**src/rtl/sound_event_seq_pkg.sv**
```systemverilog
// Shared definitions for the sound event sequencer: event codes,
// note periods in clk10 cycles, FSM states and sequence lengths.
package sound_event_seq_pkg;

    // Event encoding, also the value driven on cur_event
    localparam logic [1:0] EV_WALL   = 2'd0;
    localparam logic [1:0] EV_PADDLE = 2'd1;
    localparam logic [1:0] EV_BRICK  = 2'd2;
    localparam logic [1:0] EV_LOSE   = 2'd3;

    // Full tone periods in clk10 cycles, named relative to do2
    localparam logic [15:0] NOTE_S    = 16'd0;      // silence
    localparam logic [15:0] NOTE_DO1  = 16'd34052;
    localparam logic [15:0] NOTE_FA1  = 16'd25510;
    localparam logic [15:0] NOTE_LA1  = 16'd20258;
    localparam logic [15:0] NOTE_DO2  = 16'd17026;
    localparam logic [15:0] NOTE_FA2  = 16'd12755;
    localparam logic [15:0] NOTE_SOL2 = 16'd11364;
    localparam logic [15:0] NOTE_DO3  = 16'd8513;

    typedef enum logic [1:0] {
        ST_IDLE = 2'd0,
        ST_PLAY = 2'd1,
        ST_GAP  = 2'd2
    } state_t;

    // Number of notes in each event's sequence
    function automatic logic [2:0] seq_len(input logic [1:0] ev);
        logic [2:0] len;
        case (ev)
            EV_WALL:   len = 3'd1;
            EV_PADDLE: len = 3'd1;
            EV_BRICK:  len = 3'd2;
            default:   len = 3'd4;
        endcase
        return len;
    endfunction

endpackage

```
**src/rtl/sound_event_seq_if.sv**
```systemverilog
// Tone-generator control bundle: the sequencer is the master,
// the square-wave generator is the slave.
interface sound_event_seq_if #(
    parameter int PW = 16
);
    logic          snd_en;
    logic [PW-1:0] note_period;
    logic          busy;
    logic [1:0]    cur_event;

    modport master (
        output snd_en,
        output note_period,
        output busy,
        output cur_event
    );

    modport slave (
        input snd_en,
        input note_period,
        input busy,
        input cur_event
    );
endinterface

```
**src/rtl/sound_note_rom.sv**
```systemverilog
// Combinational note table: (event, note index) -> period and last-note flag.
// All sequence content lives here.
module sound_note_rom
    import sound_event_seq_pkg::*;
#(
    parameter int PW = 16
) (
    input  logic [1:0]    i_event,
    input  logic [1:0]    i_note_idx,
    output logic [PW-1:0] o_period,
    output logic          o_last
);

    logic [15:0] w_note;

    // Note lookup; unused index slots read as silence
    always_comb begin
        w_note = NOTE_S;
        case ({i_event, i_note_idx})
            {EV_WALL,   2'd0}: w_note = NOTE_DO2;
            {EV_PADDLE, 2'd0}: w_note = NOTE_FA2;
            {EV_BRICK,  2'd0}: w_note = NOTE_SOL2;
            {EV_BRICK,  2'd1}: w_note = NOTE_DO3;
            {EV_LOSE,   2'd0}: w_note = NOTE_DO2;
            {EV_LOSE,   2'd1}: w_note = NOTE_LA1;
            {EV_LOSE,   2'd2}: w_note = NOTE_FA1;
            {EV_LOSE,   2'd3}: w_note = NOTE_DO1;
            default:           w_note = NOTE_S;
        endcase
    end

    assign o_period = PW'(w_note);
    assign o_last   = ({1'b0, i_note_idx} == (seq_len(i_event) - 3'd1));

endmodule

```
**src/rtl/sound_event_seq.sv**
```systemverilog
// Sound event sequencer: latches one-cycle game event pulses, arbitrates
// lose > brick > paddle > wall, and plays each event's note sequence on
// the tone generator with fixed note and gap durations.
module sound_event_seq
    import sound_event_seq_pkg::*;
#(
    parameter int NOTE_TICKS = 1000000,
    parameter int GAP_TICKS  = 100000,
    parameter int PW         = 16
) (
    input  logic              clk10,
    input  logic              rst,
    input  logic              ev_wall,
    input  logic              ev_paddle,
    input  logic              ev_brick,
    input  logic              ev_lose,
    input  logic              mute,
    sound_event_seq_if.master snd
);

    localparam int MAX_TICKS = (NOTE_TICKS > GAP_TICKS) ? NOTE_TICKS : GAP_TICKS;
    localparam int TW        = (MAX_TICKS > 1) ? $clog2(MAX_TICKS) : 1;
    localparam logic [TW-1:0] NOTE_LAST = TW'(NOTE_TICKS - 1);
    localparam logic [TW-1:0] GAP_LAST  = TW'(GAP_TICKS - 1);

    state_t        r_state, w_state_nxt;
    logic [3:0]    r_pend, w_pend_nxt;
    logic [TW-1:0] r_tick, w_tick_nxt;
    logic [1:0]    r_idx, w_idx_nxt;
    logic [1:0]    r_cur, w_cur_nxt;
    logic [PW-1:0] r_period, w_period_nxt;

    logic [3:0]    w_set;
    logic [3:0]    w_clr;
    logic [1:0]    w_sel;
    logic          w_start;
    logic [1:0]    w_rom_ev;
    logic [1:0]    w_rom_idx;
    logic [PW-1:0] w_rom_period;
    logic          w_rom_last;

    assign w_set = {ev_lose, ev_brick, ev_paddle, ev_wall};

    // Highest-priority pending event
    always_comb begin
        w_sel = EV_WALL;
        if (r_pend[EV_LOSE])        w_sel = EV_LOSE;
        else if (r_pend[EV_BRICK])  w_sel = EV_BRICK;
        else if (r_pend[EV_PADDLE]) w_sel = EV_PADDLE;
    end

    // A sequence starts from IDLE on any pending event, or mid-sequence
    // when a lose event preempts a non-lose sequence.
    assign w_start = !mute &&
                     (((r_state == ST_IDLE) && (|r_pend)) ||
                      ((r_state != ST_IDLE) && r_pend[EV_LOSE] && (r_cur != EV_LOSE)));

    assign w_clr = w_start ? (4'b0001 << w_sel) : 4'b0000;

    // On a start the ROM reads note 0 of the selected event; otherwise it
    // reads the current event at the current index (last flag in PLAY,
    // next note in GAP since the index was already advanced).
    assign w_rom_ev  = w_start ? w_sel : r_cur;
    assign w_rom_idx = w_start ? 2'd0  : r_idx;

    sound_note_rom #(
        .PW (PW)
    ) u_rom (
        .i_event    (w_rom_ev),
        .i_note_idx (w_rom_idx),
        .o_period   (w_rom_period),
        .o_last     (w_rom_last)
    );

    // Next-state, counter and note-register logic
    always_comb begin
        w_state_nxt  = r_state;
        w_tick_nxt   = r_tick + TW'(1);
        w_idx_nxt    = r_idx;
        w_cur_nxt    = r_cur;
        w_period_nxt = r_period;
        w_pend_nxt   = mute ? 4'b0000 : ((r_pend & ~w_clr) | w_set);

        if (mute) begin
            w_state_nxt  = ST_IDLE;
            w_tick_nxt   = '0;
            w_idx_nxt    = 2'd0;
            w_period_nxt = '0;
        end else if (w_start) begin
            w_state_nxt  = ST_PLAY;
            w_tick_nxt   = '0;
            w_idx_nxt    = 2'd0;
            w_cur_nxt    = w_sel;
            w_period_nxt = w_rom_period;
        end else begin
            case (r_state)
                ST_IDLE: begin
                    w_tick_nxt = '0;
                end
                ST_PLAY: begin
                    if (r_tick == NOTE_LAST) begin
                        w_tick_nxt = '0;
                        if (w_rom_last) begin
                            w_state_nxt = ST_IDLE;
                        end else begin
                            w_state_nxt = ST_GAP;
                            w_idx_nxt   = r_idx + 2'd1;
                        end
                    end
                end
                ST_GAP: begin
                    if (r_tick == GAP_LAST) begin
                        w_tick_nxt   = '0;
                        w_state_nxt  = ST_PLAY;
                        w_period_nxt = w_rom_period;
                    end
                end
                default: begin
                    w_state_nxt = ST_IDLE;
                    w_tick_nxt  = '0;
                end
            endcase
        end
    end

    // State, pending bits, counters and held note period
    always_ff @(posedge clk10) begin
        if (rst) begin
            r_state  <= ST_IDLE;
            r_pend   <= 4'b0000;
            r_tick   <= '0;
            r_idx    <= 2'd0;
            r_cur    <= EV_WALL;
            r_period <= '0;
        end else begin
            r_state  <= w_state_nxt;
            r_pend   <= w_pend_nxt;
            r_tick   <= w_tick_nxt;
            r_idx    <= w_idx_nxt;
            r_cur    <= w_cur_nxt;
            r_period <= w_period_nxt;
        end
    end

    assign snd.snd_en      = (r_state == ST_PLAY);
    assign snd.note_period = (r_state == ST_IDLE) ? '0 : r_period;
    assign snd.busy        = (r_state != ST_IDLE);
    assign snd.cur_event   = r_cur;

endmodule

```
**src/flat_wrapper.sv**
```systemverilog
// flat-port wrapper written by rule: the top's interface ports become plain ports
module sound_event_seq_flat import sound_event_seq_pkg::*;
#(
    parameter int NOTE_TICKS = 1000000,
    parameter int GAP_TICKS  = 100000,
    parameter int PW         = 16
)
  (clk10, rst, ev_wall, ev_paddle, ev_brick, ev_lose, mute, snd_snd_en, snd_note_period, snd_busy, snd_cur_event);
  sound_event_seq_if #(.PW(PW)) snd_i ();
  input  logic clk10;
  input  logic rst;
  input  logic ev_wall;
  input  logic ev_paddle;
  input  logic ev_brick;
  input  logic ev_lose;
  input  logic mute;
  output wire logic [$bits(snd_i.snd_en)-1:0] snd_snd_en;
  output wire logic [$bits(snd_i.note_period)-1:0] snd_note_period;
  output wire logic [$bits(snd_i.busy)-1:0] snd_busy;
  output wire logic [$bits(snd_i.cur_event)-1:0] snd_cur_event;
  assign snd_snd_en = snd_i.snd_en;
  assign snd_note_period = snd_i.note_period;
  assign snd_busy = snd_i.busy;
  assign snd_cur_event = snd_i.cur_event;
  sound_event_seq #(.NOTE_TICKS(NOTE_TICKS), .GAP_TICKS(GAP_TICKS), .PW(PW)) u_core (.clk10(clk10), .rst(rst), .ev_wall(ev_wall), .ev_paddle(ev_paddle), .ev_brick(ev_brick), .ev_lose(ev_lose), .mute(mute), .snd(snd_i));
endmodule
```
**config.mk**
```make
export PLATFORM = sky130hd
export DESIGN_NAME = sound_event_seq_flat
export DESIGN_NICKNAME = d
export VERILOG_FILES = /design/src/rtl/sound_event_seq_pkg.sv /design/src/rtl/sound_event_seq_if.sv /design/src/rtl/sound_note_rom.sv /design/src/rtl/sound_event_seq.sv /design/src/flat_wrapper.sv
export SDC_FILE = /design/constraint.sdc
export NUM_CORES = 1
export LEC_CHECK = 0
export CAP_MARGIN = 10
export CORE_UTILIZATION = 43
export CTS_BUF_LIST = sky130_fd_sc_hd__clkbuf_16
export DETAILED_ROUTE_END_ITERATION = 8
export GPL_ROUTABILITY_DRIVEN = 0
export GPL_TIMING_DRIVEN = 0
export PLACE_DENSITY = 0.63
export SYNTH_ARGS = -nofsm -noshare
export SYNTH_HDL_FRONTEND = slang
export SYNTH_HIERARCHICAL = 1
export SYNTH_SLANG_ARGS = --single-unit
export TNS_END_PERCENT = 1
```
**constraint.sdc**
```tcl
create_clock -name clk10 -period 3.96 [get_ports clk10]
set_input_delay 0.396 -clock clk10 [delete_from_list [all_inputs] [get_ports clk10]]
set_output_delay 0.396 -clock clk10 [all_outputs]
set_load 0.01 [all_outputs]
```
# Word-level counts from Yosys, hierarchy flattened

Memory sizes are Yosys's and may differ from the RTL's.
Index checks and enable logic that the tools add are counted.

Reduce and logical (&&, ||, !) cells: 19
Shift-type cells: 1
Eq/ne operators: 13
$add $sub $neg: 3
Bitwise logic cells: 5
Mux-type cells: 19

Operators with widths:

| cell                                                                    | count |
|---|---|
| 16-bit 2-to-1 mux                                                       | 4 |
| 20-bit 2-to-1 mux                                                       | 2 |
| 20-bit case mux with 2 select lines                                     | 1 |
| 20-bit by 1-bit adder with 20-bit output, second input constant         | 1 |
| 20-bit by 17-bit == test with 1-bit output, second input constant       | 1 |
| 20-bit == test, second input constant                                   | 1 |
| 2-bit 2-to-1 mux                                                        | 7 |
| 3-bit AND reduction                                                     | 3 |
| 2-bit by 1-bit inequality test with 1-bit output, second input constant | 3 |
| 3-bit by 1-bit inequality test with 1-bit output, second input constant | 2 |
| 2-bit case mux with 3 select lines                                      | 1 |
| 3-bit case mux with 2 select lines                                      | 1 |
| 2-bit nonzero test                                                      | 3 |
| 4-bit AND                                                               | 1 |
| 2-bit by 1-bit == test with 1-bit output, second input constant         | 2 |
| 2-bit == test, second input constant                                    | 2 |
| 1-bit logical AND                                                       | 4 |
| 2-bit logical NOT                                                       | 2 |
| 4-bit 2-to-1 mux                                                        | 1 |
| 4-bit NOT                                                               | 1 |
| 4-bit bitwise OR                                                        | 1 |
| 2-bit OR reduction                                                      | 2 |
| 4-bit OR reduction                                                      | 1 |
| 1-bit by 2-bit left shift with 4-bit output, first input constant       | 1 |
| 10 further kinds                                                        | 12 |

Memories kept: 1
Register bits: 46
Input port bits: 7
Output and inout bits: 20
ROM bits: 240

Memories:

| memory          | depth | width | read ports | clocked after Yosys merged registers in | write ports | RTL line             | source |
|---|---|---|---|---|---|---|---|
| (no name shown) | 16    | 15    | 1          | 0                                       | 0           | sound_note_rom.sv:19 | `case ({i_event, i_note_idx})` |

# Depth between registers and ports, before layout

Gate-level depths: netlist of the first run.

Depth in word-level cells: 15
Mapped depth: 14
Depth with buffers taken out: 13

# Cells and area by module

Netlist of the first run, hierarchy kept.

By module, submodules not included:

| module          | area each (um^2) | times used | cells each |
|---|---|---|---|
| sound_event_seq | 2,184.6          | 1          | 253 |
| sound_note_rom  | 325.3            | 1          | 45 |

# Least setup slack after synthesis of the first run

No wires, ideal clock.

Kind: register to register
Start point: register u_core.r_state[0]
End point: register u_core.r_state[1]
Arrival time: 2.742 ns
Slack: 1.148 ns
Buffers on the path: 1
Stages on the path, launching flop included: 14
Cell sequence: dfxtp_1 inv_1 ha_1 nand3b_1 a21oi_2 nor2_1 nor2b_1 buf_2 nand4bb_1 o311ai_1 or2b_1 nor3_2 or3b_1 a21oi_1

Elaborated cells on any way between the ends: 26
Those cells by class: add/sub (1); eq/ne (7); mux (6); bitwise (1); reduce/logical (11)

RTL lines:

| what                                       | RTL line               | source |
|---|---|---|
| from (decl)                                | sound_event_seq.sv:26  | `state_t r_state, w_state_nxt;` |
| from (signal assigned)                     | sound_event_seq.sv:136 | `r_state <= w_state_nxt;` |
| 2-bit nonzero test                         | sound_event_seq.sv:56  | `((r_state != ST_IDLE) && r_pend[EV_LOSE] && (r_cur != EV_LOSE)));` |
| 1-bit logical AND (2 in series)            | sound_event_seq.sv:56  |  |
| 1-bit logical OR *                         | sound_event_seq.sv:55  | `(((r_state == ST_IDLE) && (\|r_pend)) \|\|` |
| 1-bit logical AND *                        | sound_event_seq.sv:54  | `assign w_start = !mute &&` |
| 2-bit 2-to-1 mux *                         | sound_event_seq.sv:64  | `assign w_rom_idx = w_start ? 2'd0 : r_idx;` |
| net u_core.w_rom_idx[1]                    | sound_event_seq.sv:38  | `logic [1:0] w_rom_idx;` |
| 2-bit by 3-bit == test with 1-bit output * | sound_note_rom.sv:33   | `assign o_last = ({1'b0, i_note_idx} == (seq_len(i_event) - 3'd1));` |
| net u_core.w_rom_last                      | sound_event_seq.sv:40  | `logic w_rom_last;` |
| 2-bit 2-to-1 mux *                         | sound_event_seq.sv:103 | `if (w_rom_last) begin` |
| 2-bit 2-to-1 mux *                         | sound_event_seq.sv:101 | `if (r_tick == NOTE_LAST) begin` |
| 2-bit case mux with 3 select lines *       | sound_event_seq.sv:96  | `case (r_state)` |

The timed path passes the listed nets; every way through them passes the cells marked *. The select of a mux whose other input is x is not followed.
A chain may end at the register's enable or synchronous reset.

# Worst setup path after layout of the first run

Same ends and word-level chain as after synthesis.

==> metrics.txt, run 1 <==
status completed; Final Net Count 348; Overflow after GRT 0; Primary FF master, synth dfxtp_1; die area 6150 um^2; Power Density 339 nW/um^2; first-pass GRT wire length 8760 um; Leak Pwr 0.000990 uW; Startpoint Class flop; fillers 541; crit-path cells inv_1, ha_1, nand3b_1, a21oi_2, nor2_1, nor2b_1, buf_2, nand4bb_1, o311ai_1, or2b_1, nor3_2, or3b_1, a21oi_1; worst skew pair latency 290 ps; crit path DAT 3440 ps; Hold WC Path Type reg -> reg; worst-path cell with the longest stage delay or3b_1; Antenna Cells 0; Root Buffer clkbuf_16; post-layout util 54.0%; largest family of logic cells by synthesized area simple AND/OR/NAND/NOR gates; syn avg cell area 8.42 um^2; post-synthesis compound-gate area fraction 13.3%; most frequent cells in the layout 46 x dfxtp_1, 32 x nor2_1, 26 x clkdlybuf4s50_1; RSZ-0062 raised after global routing false; total routed wirelength 4950 um; clock sinks 46; I/O pins 27; commonest non-fill, non-tap cell in the layout dfxtp_1; drt first pass iters 4; Worst VDD drop 182 uV; initial antenna violation count 0; chip width 78.4 um; part of the cycle the worst path needs 81.4%; CTS max path bufs 2; CTS H-tree depth 2; layout cell share with drive strength beyond 1 10.2%; Pwr Total 1020 uW; Syn. warnings 6; Clock Pin Slew Worst Setup and Hold Paths 70 ps; Via density 5.17; fraction of the mapped netlist area in simple logic gates 30.3%; minimum clock period 3220 ps; Adder-Cell Fraction of Synth Area 4.99%; Slew @ Worst Pin 720 ps; FF+latch count, synth 46; I/O Buffers 26; Yosys cell types 57; f_max 0.310 GHz; final count of hold timing violations 0; crit-path max FO 8; Async S/R FF share, synth 0%; Core Rows 27; Seq/Total Area, Yosys 36.7%; Max Slew Vio Count 0; Req. time, crit path 4180 ps; Initial Util 45.0%; Resized Gates After CTS 0; clock skew 8.69 ps; total of max-cap violations 0; Setup Viol. Count Final 0; total CTS buffers 5; CP top delay family simple AND/OR/NAND/NOR gates; mapped cell area 2510 um^2; syn nets 315; Mapped Cells 298; Worst path max stage delay 370 ps; DRC 0; Avg WL per Cell 12.2 um; CP Class reg -> reg; mux cell area share after synthesis 0.798%; post-CTS setup buffers 0; Iteration-0 DRC Markers 99; Min Hold Slack 441 ps; Area Overhead vs Synth 19.9%; number of synthesized flops with an enable pin 0; crit end category flop; Final ANT Viol Nets 0; vias 2090; number of global-route vias before repair 1951; xor/xnor share of the synthesized area 6.98%; Hold-fix buffers, CTS 0; Buffers & Inverters on Critical Path 2; Overall Global Routing Usage 18.1%; post-DP HPWL 3630 um; largest net degree at the start of global routing 17; max_slew headroom 51.8%; Core Area 5570 um^2; die span in y 78.4 um; TritonCTS clock tree done; setup_tns 0 ps
## Yosys cell counts, types with 2 or more instances
cell	instances	area, um^2
nand2b_1	2	12.5
mux2i_1	2	20.0
o21ai_1	3	15.0
nand3b_1	3	22.5
ha_1	10	125
buf_2	3	15.0
and3_1	4	25.0
buf_6	2	22.5
dfxtp_1	46	921
nor2b_1	20	125
o21ai_0	19	95.1
nor3_1	6	30.0
nor4_1	3	18.8
xor2_1	6	52.6
o31ai_1	2	15.0
buf_4	6	45.0
a21oi_1	10	50.1
a211oi_1	2	15.0
nor2_1	32	120
nand4bb_1	2	22.5
nand4_1	5	31.3
o21a_1	2	15.0
xnor2_1	14	123
nand3_1	23	115
inv_1	13	48.8
clkbuf_1	3	11.3
nand2_1	25	93.8
## final timing paths
path,start,to,slack (ps),cells past startpoint
min reg2reg,u_core/r_tick[0],u_core/r_tick[0],440,1
max,u_core/r_state[0],u_core/r_state[1],740,13
max reg2reg,u_core/r_state[0],u_core/r_state[1],740,13
min,u_core/r_tick[0],u_core/r_tick[0],440,1
## logic make-up (layout without fill, tap and decap cells)
logic type | after synthesis | after routing
buf+inv | 30 | 64
compound gates | 50 | 50
flops | 46 | 46
fa+ha+maj | 10 | 10
simple gates | 139 | 139
other cells | 1 | 1
mux | 2 | 2
xor+xnor | 20 | 20
## power by group
part           internal, uW  switching, uW  total, uW
Combinational          52.9           66.4        119
Clock                   236            189        425
Sequential              471           5.43        476
## area by class of cell
cell class              count  area [um^2]  share of cell area (%)
plain buffers              16          119                    3.95
well taps                  72         90.1                    2.99
multi-input cells         222         1420                    47.1
inverters                  14         52.6                    1.75
repair buffers             26          260                    8.65
flip-flops and latches     46          921                    30.6
clock buffers               5          125                    4.16
clock inverters             3         23.8                   0.790
## state kept, by name (all words and copies together) (netlist names)
name / cells
u_core/r_state: 2
u_core/r_pend: 4
u_core/r_tick: 20
u_core/snd.cur_event: 2
u_core/r_idx: 2
u_core/r_period: 16
## stage by stage
| step | cells | setup WS (ps) | area (um^2) |
|---|---|---|---|
| 6_report | 404 | 737 | 3010 |
| 5_1_grt | 404 | 540 | 3010 |
| 4_1_cts | 404 | 725 | 3010 |
| 3_5_place_dp | 396 | 746 | 2860 |
| 3_3_place_gp | 396 | 745 | 2860 |
| 2_1_floorplan | 298 | 1150 | 2510 |
## per-layer routing
layer	vias up	global-route usage [%]	wire length, um
met3	6	3.95	166
met5	-	0	0
met1	961	25.5	2670
li1	1087	-	-
met4	0	6.67	70
met2	36	26.8	2040
(Power assumes the default switching activity.)
==> inputs of run 2 (changes only) <==
- PLACE_DENSITY: 0.63 -> 0.66
- clock period: 3.96 -> 2.9 ns (I/O delays scaled with it)
==> run 2 against run 1 <==
Register-to-register slack got worse by 600 ps; first-iteration DRC count rose by 1.0%; die area did not move; wire length fell by 1.6%; sequential cell count did not move; total power rose by 42%; sequential power rose by 37%; utilization rose by 2.1 points; largest power group unchanged; highest routed layer unchanged.
==> metrics.txt, run 2 (synthesis gave the netlist of run 1 again) <==
worst skew pair latency 280 ps; Setup Viol. Count Final 0; I/O pins 27; total CTS buffers 5; TritonCTS clock tree done; Leak Pwr 0.00105 uW; f_max 0.362 GHz; status completed; Req. time, crit path 3110 ps; vias 2089; Psw 328 uW; layout cell share with drive strength beyond 1 13.9%; Core Rows 27; Slew @ Worst Pin 692 ps; Antenna Cells 0; Final Net Count 353; Initial Util 45.0%; Clock Pin Slew Worst Setup and Hold Paths 60 ps; max_slew headroom 53.7%; CP Class reg -> reg; Overall Global Routing Usage 16.9%; Iteration-0 DRC Markers 100; Root Buffer clkbuf_16; Largest regs u_core/r_tick x20, u_core/r_period x16, u_core/r_pend x4; drt first pass iters 4; total routed wirelength 4870 um; setup_tns 0 ps; Overflow after GRT 0; final count of hold timing violations 0; most frequent cells in the layout 46 x dfxtp_1, 29 x nor2_1, 26 x clkdlybuf4s50_1; die span in y 78.4 um; max reg flops 20; Internal 1130 uW; Worst VDD drop 232 uV; clock sinks 46; chip width 78.4 um; die area 6150 um^2; Top reg by flops u_core/r_tick; crit path DAT 2970 ps; first-pass GRT wire length 8300 um; DRC 0; minimum clock period 2760 ps; CTS max path bufs 2; CTS H-tree depth 2; Max Slew Vio Count 0; Clock power frac 42.8%; Power Density 465 nW/um^2; clock skew 5.73 ps; Via density 5.11; part of the power in combinational logic 12.4%; Area Overhead vs Synth 24.6%; crit-path max FO 8; part of the cycle the worst path needs 95.3%; Core Area 5570 um^2; commonest non-fill, non-tap cell in the layout dfxtp_1; Sw Share 22.6%; number of global-route vias before repair 1848; sequential fraction of design power 44.8%; crit end category flop; initial antenna violation count 0; Final ANT Viol Nets 0; Avg WL per Cell 11.9 um; post-layout util 56.1%; post-DP HPWL 3510 um; I/O Buffers 26; total of max-cap violations 0; Startpoint Class flop; Hold WC Path Type reg -> reg; largest net degree at the start of global routing 20
==> run 2: cell count changes in the layout (fill, tap and decap cells not counted), sizes merged <==
cell      delta
buf          +6
bufinv       +1
clkbuf       -1
clkinvlp     -2
inv          +1
==> run 2: worst paths after layout <==
| check | startpoint | endpoint | cells past startpoint | slack [ps] |
|---|---|---|---|---|
| min | u_core/r_period[4] | u_core/r_period[4] | 2 | 440 |
| min reg2reg | u_core/r_period[4] | u_core/r_period[4] | 2 | 440 |
| max reg2reg | u_core/r_state[1] | u_core/r_state[1] | 13 | 140 |
| max | u_core/r_state[1] | u_core/r_state[1] | 13 | 140 |
==> run 2: final cells by class <==
class | count | area, um^2
fill | 526 | 2450
multi-input combinational | 222 | 1480
sequential | 46 | 921
timing repair buffer | 32 | 305
clock buffer | 5 | 125
buffer | 15 | 121
tap | 72 | 90.1
inverter | 14 | 52.6
clock inverter | 3 | 37.5
==> run 2: metal layers <==
| metal | vias to the layer above | part of all wire [%] | GRT usage [%] |
|---|---|---|---|
| met5 | - | 0 | 0 |
| met4 | 0 | 0.55 | 5.00 |
| met3 | 2 | 3.9 | 3.14 |
| met2 | 42 | 44 | 26.1 |
| met1 | 946 | 52 | 23.8 |
| li1 | 1099 | - | - |
==> run 2: critical path: stages, from the launching register on <==
cell and delay [ps]:
dfxtp_1 350, inv_1 90, ha_4 180, nand3b_1 200, a21oi_4 230, nor2_4 100
nor2b_4 170, buf_6 140, nand4bb_1 130, o311ai_1 120, or2b_1 260, nor3_2 200
or3b_1 390, a21oi_2 150
==> run 2: power by group through the flow <==
stage	clock network, uW	registers, uW	logic [uW]
floorplan	0	664	118
global placement	0	665	162
detailed placement	0	665	161
CTS	639	651	169
global route	656	653	198
finish	622	652	180
==> run 2: what timing repair did <==
action,4_1_cts,5_1_grt
setup buffers,1,5
hold buffers,0,0
pin swaps,1,2
setup endpoints to repair,21,10
gates resized for setup,5,12
==> run 2: per-stage QoR <==
step | area, um^2 | setup slack [ps] | total power (uW) | cells | hold WS (ps)
2_1_floorplan | 2510 | 88.2 | 782 | 298 | 362
3_3_place_gp | 2860 | -305 | 826 | 396 | 426
3_5_place_dp | 2860 | -291 | 826 | 396 | 441
4_1_cts | 3050 | 18.1 | 1460 | 404 | 449
5_1_grt | 3130 | -65.5 | 1510 | 409 | 469
6_report | 3130 | 138 | 1450 | 409 | 444
==> inputs of run 3 (changes only) <==
- PLACE_DENSITY: 0.66 -> 0.63
- SETUP_SLACK_MARGIN: default -> 0.4
- clock period: 2.9 -> 3.2 ns (I/O delays scaled with it)
==> run 3 against run 2 <==
Sequential share of layout area shrank 0.82 points; clock skew shrank 2.0 ps; combinational power rose by 6%; final area grew 3.2%.
==> metrics.txt, run 3 (synthesis gave the netlist of run 1 again) <==
Power Density 401 nW/um^2; max_slew headroom 53.2%; initial antenna violation count 0; Via density 5.14; crit end category flop; DRC 0; crit path DAT 2900 ps; post-DP HPWL 3580 um; Min Hold Slack 438 ps; Area Overhead vs Synth 28.6%; CP Class reg -> reg; max reg flops 20; first-pass GRT wire length 8800 um; worst skew pair latency 290 ps; commonest non-fill, non-tap cell in the layout dfxtp_1; CTS H-tree depth 2; TritonCTS clock tree done; I/O pins 27; total CTS buffers 5; CTS max path bufs 2; clock skew 3.77 ps; Psw 330 uW; Slew @ Worst Pin 699 ps; hold_sp u_core/r_tick[0]; Top reg by flops u_core/r_tick; Largest regs u_core/r_tick x20, u_core/r_period x16, u_core/r_pend x4; Leak Pwr 0.00110 uW; setup_tns 0 ps; Antenna Cells 0; most frequent cells in the layout 44 x dfxtp_1, 29 x nor2_1, 26 x clkdlybuf4s50_1; total routed wirelength 5360 um; Clock power frac 39.7%; critical path launch point u_core/r_state[0]; placed cell count 396; die area 6150 um^2; drt first pass iters 4; Hold-fix buffers, CTS 0; Setup Viol. Count Final 0; f_max 0.373 GHz; Sw Share 25.4%; Final Net Count 366; Overall Global Routing Usage 18.0%; largest net degree at the start of global routing 16; Max Slew Vio Count 0; Req. time, crit path 3420 ps; chip width 78.4 um; Final ANT Viol Nets 0; Crit Reg-Reg Startpoint u_core/r_state[0]; status completed; Core Area 5570 um^2; sequential fraction of design power 45.6%; total of max-cap violations 0; final count of hold timing violations 0; Worst VDD drop 268 uV; Avg WL per Cell 12.7 um; Initial Util 45.0%; Root Buffer clkbuf_16; fillers 500; RSZ-0062 raised after global routing true; minimum clock period 2680 ps; part of the cycle the worst path needs 83.8%; crit-path max FO 7; r2r setup slk 520 ps; Clock Pin Slew Worst Setup and Hold Paths 60 ps; vias 2170; part of the power in combinational logic 14.7%; die span in y 78.4 um; Reg2Reg Depth 13; Startpoint Class flop; Core Rows 27; Internal 966 uW; post-layout util 57.9%; number of global-route vias before repair 1930; Hold WC Path Type reg -> reg; I/O Buffers 26; layout cell share with drive strength beyond 1 19.1%; Overflow after GRT 0; Finished Layout Cells 422; Hold Path Sink u_core/r_tick[0]; hold path depth 1; Iteration-0 DRC Markers 106; RR Endpoint u_core/r_state[1]; clock sinks 46
run 3: worst max path at each step:
stage / endpoint / slack, ps / cells past startpoint
after global placement: u_core/r_state[1] / 30 / 13
final: u_core/r_state[1] / 520 / 13
after floorplan: u_core/r_state[1] / 430 / 13
after global routing: u_core/r_state[1] / 340 / 13
after detailed placement: u_core/r_state[1] / 10 / 13
after CTS: u_core/r_state[1] / 330 / 13
run 3: metrics by stage:
step	cell area [um^2]	power (uW)	setup slack (ps)
3_5_place_dp	2870	751	13.4
4_1_cts	3040	1270	326
2_1_floorplan	2520	710	430
3_3_place_gp	2870	751	25.5
5_1_grt	3230	1350	344
6_report	3230	1300	520
run 3: area by class of cell:
cell class | instances | area (um^2) | area share [%]
Clock buffer | 5 | 125 | 3.88
Clock inverter | 3 | 21.3 | 0.659
Buffer | 16 | 125 | 3.88
Timing Repair Buffer | 44 | 395 | 12.3
Tap cell | 72 | 90.1 | 2.79
Multi-Input combinational cell | 222 | 1490 | 46.2
Sequential cell | 46 | 923 | 28.6
Inverter | 14 | 55.1 | 1.71
run 3: power by group through the flow:
stage | Clock, uW | Combinational, uW | Sequential [uW]
2_1_floorplan | 0 | 108 | 602
3_3_place_gp | 0 | 148 | 603
3_5_place_dp | 0 | 148 | 603
4_1_cts | 528 | 156 | 590
5_1_grt | 551 | 205 | 592
6_report | 515 | 190 | 591
run 3: worst max-delay path, cell delays in order, from the launching register on:
cell	delay, ps
dfxtp_2	350
inv_4	50
ha_4	170
nand3b_1	190
a21oi_4	230
nor2_4	110
nor2b_4	170
buf_6	130
nand4bb_1	110
o311ai_1	110
or2b_1	260
nor3_2	200
or3b_4	400
a21oi_2	120
run 3: routing by layer:
layer	global-route usage, %	up-vias	share of wire (%)
met2	27.2	49	46
met3	3.49	7	3.8
met4	7.22	0	1.6
met5	0	-	0
met1	25.2	989	48
li1	-	1125	-
run 3: timing repair:
item,CTS,global route
setup buffers,1,17
pin swaps,1,8
endpoints found under the setup margin,24,16
resized for setup,8,16
